===== src/rtl/dut_sched.sv =====
// Host command scheduler: routes vectors to STIM_FIFO and config/END to DI_FIFO, holding config until in-flight vectors drain.
// Latency: host pop at N -> stimulus write at N+2 at the earliest; writes stall on full FIFOs or when MAX_OUTSTANDING vectors are in flight.
module dut_sched #(
  parameter int STF_WIDTH       = 24,
  parameter int CYCLE_RANGE     = 5,
  parameter int REQ_WIDTH       = 3,
  parameter int CMD_WIDTH       = 5,
  parameter int MAX_OUTSTANDING = 16,
  parameter int CNT_WIDTH       = 5,
  parameter int HW              = REQ_WIDTH + CMD_WIDTH + STF_WIDTH + CYCLE_RANGE + 1,
  parameter int DIF_WIDTH       = REQ_WIDTH + CMD_WIDTH + STF_WIDTH
) (
  input  logic                               clock,
  input  logic                               reset_n,
  input  logic                               enable,
  input  logic [HW-1:0]                      hfifo_data,
  output logic                               hfifo_rdreq,
  input  logic                               hfifo_rdempty,
  output logic [STF_WIDTH+CYCLE_RANGE:0]     sfifo_data,
  output logic                               sfifo_wrreq,
  input  logic                               sfifo_wrfull,
  output logic [DIF_WIDTH-1:0]               dififo_data,
  output logic                               dififo_wrreq,
  input  logic                               dififo_wrfull,
  input  logic                               rfifo_wrreq_mon,
  output logic [CNT_WIDTH-1:0]               outstanding,
  output logic                               busy,
  output logic                               done,
  output logic [1:0]                         err
);

  localparam int PW = STF_WIDTH + CYCLE_RANGE + 1;

  localparam logic [CMD_WIDTH-1:0] CMD_VECTOR = CMD_WIDTH'(0);
  localparam logic [CMD_WIDTH-1:0] CMD_SETUP  = CMD_WIDTH'(1);
  localparam logic [CMD_WIDTH-1:0] CMD_TRG    = CMD_WIDTH'(2);
  localparam logic [CMD_WIDTH-1:0] CMD_END    = CMD_WIDTH'(31);

  typedef enum logic [2:0] {
    S_IDLE,
    S_DECODE,
    S_ISSUE_VEC,
    S_DRAIN,
    S_ISSUE_CFG,
    S_DONE
  } state_t;

  state_t                 state;
  logic [REQ_WIDTH-1:0]   hold_req;
  logic [CMD_WIDTH-1:0]   hold_cmd;
  logic [PW-1:0]          hold_pay;
  logic                   end_flag;

  logic [REQ_WIDTH-1:0]   in_req;
  logic [CMD_WIDTH-1:0]   in_cmd;
  logic [PW-1:0]          in_pay;
  logic                   vec_room;

  assign in_req = hfifo_data[HW-1 -: REQ_WIDTH];
  assign in_cmd = hfifo_data[PW +: CMD_WIDTH];
  assign in_pay = hfifo_data[PW-1:0];

  // Strobes are gated by reset_n so nothing is written or popped while reset is held.
  assign vec_room     = (outstanding < CNT_WIDTH'(MAX_OUTSTANDING));
  assign hfifo_rdreq  = reset_n & (state == S_IDLE) & enable & ~hfifo_rdempty;
  assign sfifo_wrreq  = reset_n & (state == S_ISSUE_VEC) & ~sfifo_wrfull & vec_room;
  assign dififo_wrreq = reset_n & (state == S_ISSUE_CFG) & ~dififo_wrfull;

  assign sfifo_data  = hold_pay;
  assign dififo_data = {hold_req, hold_cmd, hold_pay[STF_WIDTH-1:0]};
  assign done        = (state == S_DONE);
  assign busy        = (state != S_IDLE) | (outstanding != '0);

  always_ff @(posedge clock) begin
    if (!reset_n) begin
      state       <= S_IDLE;
      hold_req    <= '0;
      hold_cmd    <= '0;
      hold_pay    <= '0;
      end_flag    <= 1'b0;
      outstanding <= '0;
      err         <= 2'b00;
    end else begin
      case (state)
        S_IDLE: begin
          if (hfifo_rdreq) state <= S_DECODE;
        end
        S_DECODE: begin
          hold_req <= in_req;
          hold_cmd <= in_cmd;
          hold_pay <= in_pay;
          if (in_cmd == CMD_VECTOR) begin
            state <= S_ISSUE_VEC;
          end else if (in_cmd == CMD_SETUP || in_cmd == CMD_TRG) begin
            state <= S_DRAIN;
          end else if (in_cmd == CMD_END) begin
            end_flag <= 1'b1;
            state    <= S_DRAIN;
          end else begin
            err[0] <= 1'b1;
            state  <= S_IDLE;
          end
        end
        S_ISSUE_VEC: begin
          if (sfifo_wrreq) state <= S_IDLE;
        end
        S_DRAIN: begin
          if (outstanding == '0) state <= end_flag ? S_DONE : S_ISSUE_CFG;
        end
        S_ISSUE_CFG: begin
          if (dififo_wrreq) state <= S_IDLE;
        end
        S_DONE: begin
          end_flag <= 1'b0;
          state    <= S_IDLE;
        end
        default: state <= S_IDLE;
      endcase

      // A result arriving with nothing in flight is a protocol error; the count saturates at zero.
      case ({sfifo_wrreq, rfifo_wrreq_mon})
        2'b10: outstanding <= outstanding + CNT_WIDTH'(1);
        2'b01: begin
          if (outstanding == '0) err[1] <= 1'b1;
          else                   outstanding <= outstanding - CNT_WIDTH'(1);
        end
        default: ;
      endcase
    end
  end

endmodule


===== config.mk =====
export PLATFORM = sky130hd
export DESIGN_NAME = dut_sched
export DESIGN_NICKNAME = d
export VERILOG_FILES = /design/src/rtl/dut_sched.sv
export SDC_FILE = /design/constraint.sdc
export NUM_CORES = 1
export LEC_CHECK = 0
export CAP_MARGIN = 20
export CELL_PAD_IN_SITES_DETAIL_PLACEMENT = 0
export CELL_PAD_IN_SITES_GLOBAL_PLACEMENT = 1
export CORE_UTILIZATION = 28
export DETAILED_ROUTE_END_ITERATION = 6
export GPL_ROUTABILITY_DRIVEN = 0
export GPL_TIMING_DRIVEN = 0
export PLACE_DENSITY = 0.9
export SYNTH_ARGS = -nofsm -noshare
export SYNTH_HDL_FRONTEND = slang
export SYNTH_SLANG_ARGS = --single-unit
export TNS_END_PERCENT = 5

===== constraint.sdc =====
create_clock -name clock -period 2.8 [get_ports clock]
set_input_delay 0.56 -clock clock [delete_from_list [all_inputs] [get_ports clock]]
set_output_delay 0.56 -clock clock [all_outputs]
set_load 0.03 [all_outputs]

==> flow_metrics.py <==
metrics = {
    "power_and_ir_drop": {
        "clkPwrFrac_pct": 25.1,
        "comb_power_share_pct": 39.1,
        "irDropWorstVdd_v": 0.000284,
        "p_sw_uw": 803,
        "pwr-share-seq_pct": 35.8,
        "intPower_uw": 1540,
        "p_leak_uw": 0.00147,
        "power.share.switching_pct": 34.2,
        "p_per_area_nw_per_um2": 609,
    },
    "detailed_routing": {
        "drt_wl_total_mm": 6.26,
        "vias_per_cell": 4.40,
        "m1WireLength_mm": 2.73,
        "num_vias": 2253,
        "routed.top_layer": "met4",
        "drtAntennaViolNets": 0,
        "drc": 0,
        "drt_first_pass_iters": 4,
        "routed-wl-met3_um": 526,
        "route.met2.wl_mm": 2.92,
        "drt_iter0_drc": 77,
        "wl_per_cell_um": 12.2,
    },
    "timing": {
        "finalHoldViolCount": 0,
        "maxSlewViolCount": 0,
        "skew_ns": 0.00602,
        "min_period_ns": 2.62,
        "fin_setup_tns_ns": 0,
        "fin_crit_sh_pct": 93.7,
        "worstMarginPinSlew_ns": 0.420,
        "hold-worst-slack_ns": 0.462,
        "max-slew-margin-rel_pct": 71.3,
        "finalSetupViolations": 0,
        "max_freq_ghz": 0.381,
        "rsz0062_at_grt": "false",
    },
    "finish": {
        "nNetsFinal": 455,
        "stdcell_count": 512,
        "antenna_cells_inserted": 0,
        "syn_to_final_growth_pct": 59.8,
        "drive_gt1_share_pct": 13.3,
        "n_fill_cell": 826,
    },
    "clock_network": {
        "ctsLongestPathBuffers": 2,
        "clk_latency_ns": 0.30,
        "cts_sinks": 49,
        "cts_tree": "yes",
        "clk_pin_slew_ns": 0.09,
        "htree_levels": 2,
        "post-cts-setup-buffers": 0,
        "cts_buffers": 5,
        "root_buffer": "clkbuf_8",
    },
    "floorplan": {
        "ios": 119,
        "rows": 33,
        "die_area_um2": 8980,
        "core-area_um2": 8260,
        "initial_core_util_pct": 29.2,
        "die_y_um": 94.8,
        "fp.dieW_um": 94.8,
    },
    "synth": {
        "synth-seq-area-share_pct": 40.7,
        "async_flop_share_pct": 0,
        "synth_edf_count": 0,
        "syn_avg_cell_area_um2": 8.55,
        "synth_ff_type": "dfxtp_1",
        "netlist_area_um2": 2410,
        "synthCells": 282,
        "synth-seq-cells": 49,
        "synth.distinct_cells": 44,
        "syn-num-nets": 331,
        "synth_warnings": 0,
    },
    "setup_path": {
        "cp-end-kind": "output pin",
        "criticalPathCategory": "primary input to output pin",
        "rrSetupSlack_ns": 0.59,
        "worstPathRequired_ns": 2.24,
        "critPathMaxFanout": 4,
        "arrival_ns": 2.06,
        "start_kind": "primary input",
    },
    "run_status": {
        "run_status": "finished clean",
    },
    "grt": {
        "grt_pass1_vias": 2113,
        "grt_first_pass_wirelength_mm": 9.56,
        "grt_start_max_net_pins": 16,
        "grt_antenna_before_repair": 0,
        "gr-total-overflow": 0,
        "grt_use_total_pct": 13.6,
    },
    "run": {
        "maxCapViolCount": 0,
    },
    "place": {
        "dp.cells": 504,
        "port_buffers": 117,
        "hpwl_mm": 4.74,
    },
    "worst_hold_path": {
        "hold_class": "flop to flop",
    },
}
==> worst max-delay path: stages <==
cell             delay [ns]
clkdlybuf4s50_1        0.41
or2_1                  0.27
nor2_1                 0.14
clkdlybuf4s50_1        0.68
==> state kept, by name, summed over array words and instances (netlist names) <==
name,cells
state,3
hold_req,3
sfifo_data,30
end_flag,1
outstanding,5
err,2
hold_cmd,5
==> metrics by stage <==
stage | worst slack, ns | cell area [um2] | total power [uW] | util (%)
6_report | 0.177 | 3850 | 2350 | 46.6
3_5_place_dp | 0.104 | 3710 | 1780 | 45.0
4_1_cts | 0.159 | 3850 | 2370 | 46.6
2_1_floorplan | 0.443 | 2410 | 1420 | -
5_1_grt | 0.0572 | 3850 | 2490 | 46.6
3_3_place_gp | 0.119 | 3710 | 1760 | 45.0
==> path summary, 6_finish.rpt <==
| kind | from | endpoint | depth (start not counted) |
|---|---|---|---|
| worst min register to register | sfifo_data[26]$_SDFFE_PN0P_ | sfifo_data[26]$_SDFFE_PN0P_ | 2 |
| worst min-delay path | sfifo_data[26]$_SDFFE_PN0P_ | sfifo_data[26]$_SDFFE_PN0P_ | 2 |
| worst max register to register | state[0]$_SDFFE_PN0P_ | outstanding[4]$_SDFFE_PN0P_ | 8 |
| worst max-delay path | sfifo_wrfull | sfifo_wrreq | 4 |
==> cell type report <==
| cell class | instances | area [um2] | share of cell area [%] |
|---|---|---|---|
| Timing Repair Buffer | 117 | 1170 | 30.4 |
| Multi-Input combinational cell | 191 | 1130 | 29.4 |
| Sequential cell | 49 | 981 | 25.5 |
| Buffer | 41 | 297 | 7.70 |
| Tap cell | 105 | 131 | 3.41 |
| Clock buffer | 5 | 68.8 | 1.79 |
| Clock inverter | 3 | 65.1 | 1.69 |
| Inverter | 1 | 3.75 | 0.0975 |
==> logic make-up after synthesis <==
family	after synthesis	share of synthesized area [%]
flip-flops	49	40.7
XOR/XNOR	1	0.364
multiplexers	7	3.01
adder cells (fa/ha/maj)	4	2.39
buffers and inverters	42	12.5
AO/OA/AOI/OAI	56	17.8
AND/OR/NAND/NOR	123	23.3
==> cell usage after synthesis, types with 3 or more instances <==
library cell,count,area [um2]
nand2_1,89,334
dfxtp_1,49,981
a21boi_0,31,233
buf_4,24,180
a21boi_1,7,52.6
buf_2,6,30.0
buf_6,6,67.6
clkbuf_1,5,18.8
mux2i_1,5,50.1
nand2b_1,5,31.3
nor2_1,5,18.8
nand3_1,4,20.0
a21oi_1,3,15.0
and2_1,3,18.8
and3_1,3,18.8
ha_1,3,37.5
nor3_1,3,15.0
o21ai_0,3,15.0
==> metal layers <==
| metal | track usage (%) | vias to the layer above |
|---|---|---|
| li1 | - | 1154 |
| met1 | 16.4 | 1016 |
| met2 | 23.0 | 75 |
| met3 | 4.43 | 8 |
| met4 | 4.04 | 0 |
| met5 | 0 | - |
==> placed cells by master (no fill, tap or decap), drive strengths merged, types with 3 or more instances in the layout <==
cell / netlist / layout
and3: 3 / 3
o21ai: 3 / 3
and2: 3 / 3
nand3: 4 / 4
nand2: 89 / 89
ha: 3 / 3
nand2b: 7 / 7
mux2i: 5 / 5
a21oi: 4 / 4
clkdlybuf4s50: 0 / 117
nor3: 3 / 3
a21boi: 38 / 38
dfxtp: 49 / 49
buf: 36 / 36
nor2: 6 / 6
clkbuf: 5 / 10
==> what timing repair did <==
item                       in CTS  in global routing
setup endpoints to repair       0                  1
hold buffers                    0                  0
gates resized for setup         0                  1
==> power by group through the flow <==
stage | Clock [uW] | Sequential (uW) | Combinational [uW]
floorplan | 0 | 979 | 444
global placement | 0 | 852 | 911
detailed placement | 0 | 853 | 922
CTS | 610 | 837 | 925
global route | 639 | 856 | 998
finish | 589 | 840 | 918
No activity file was read; power rests on OpenSTA's default activity.
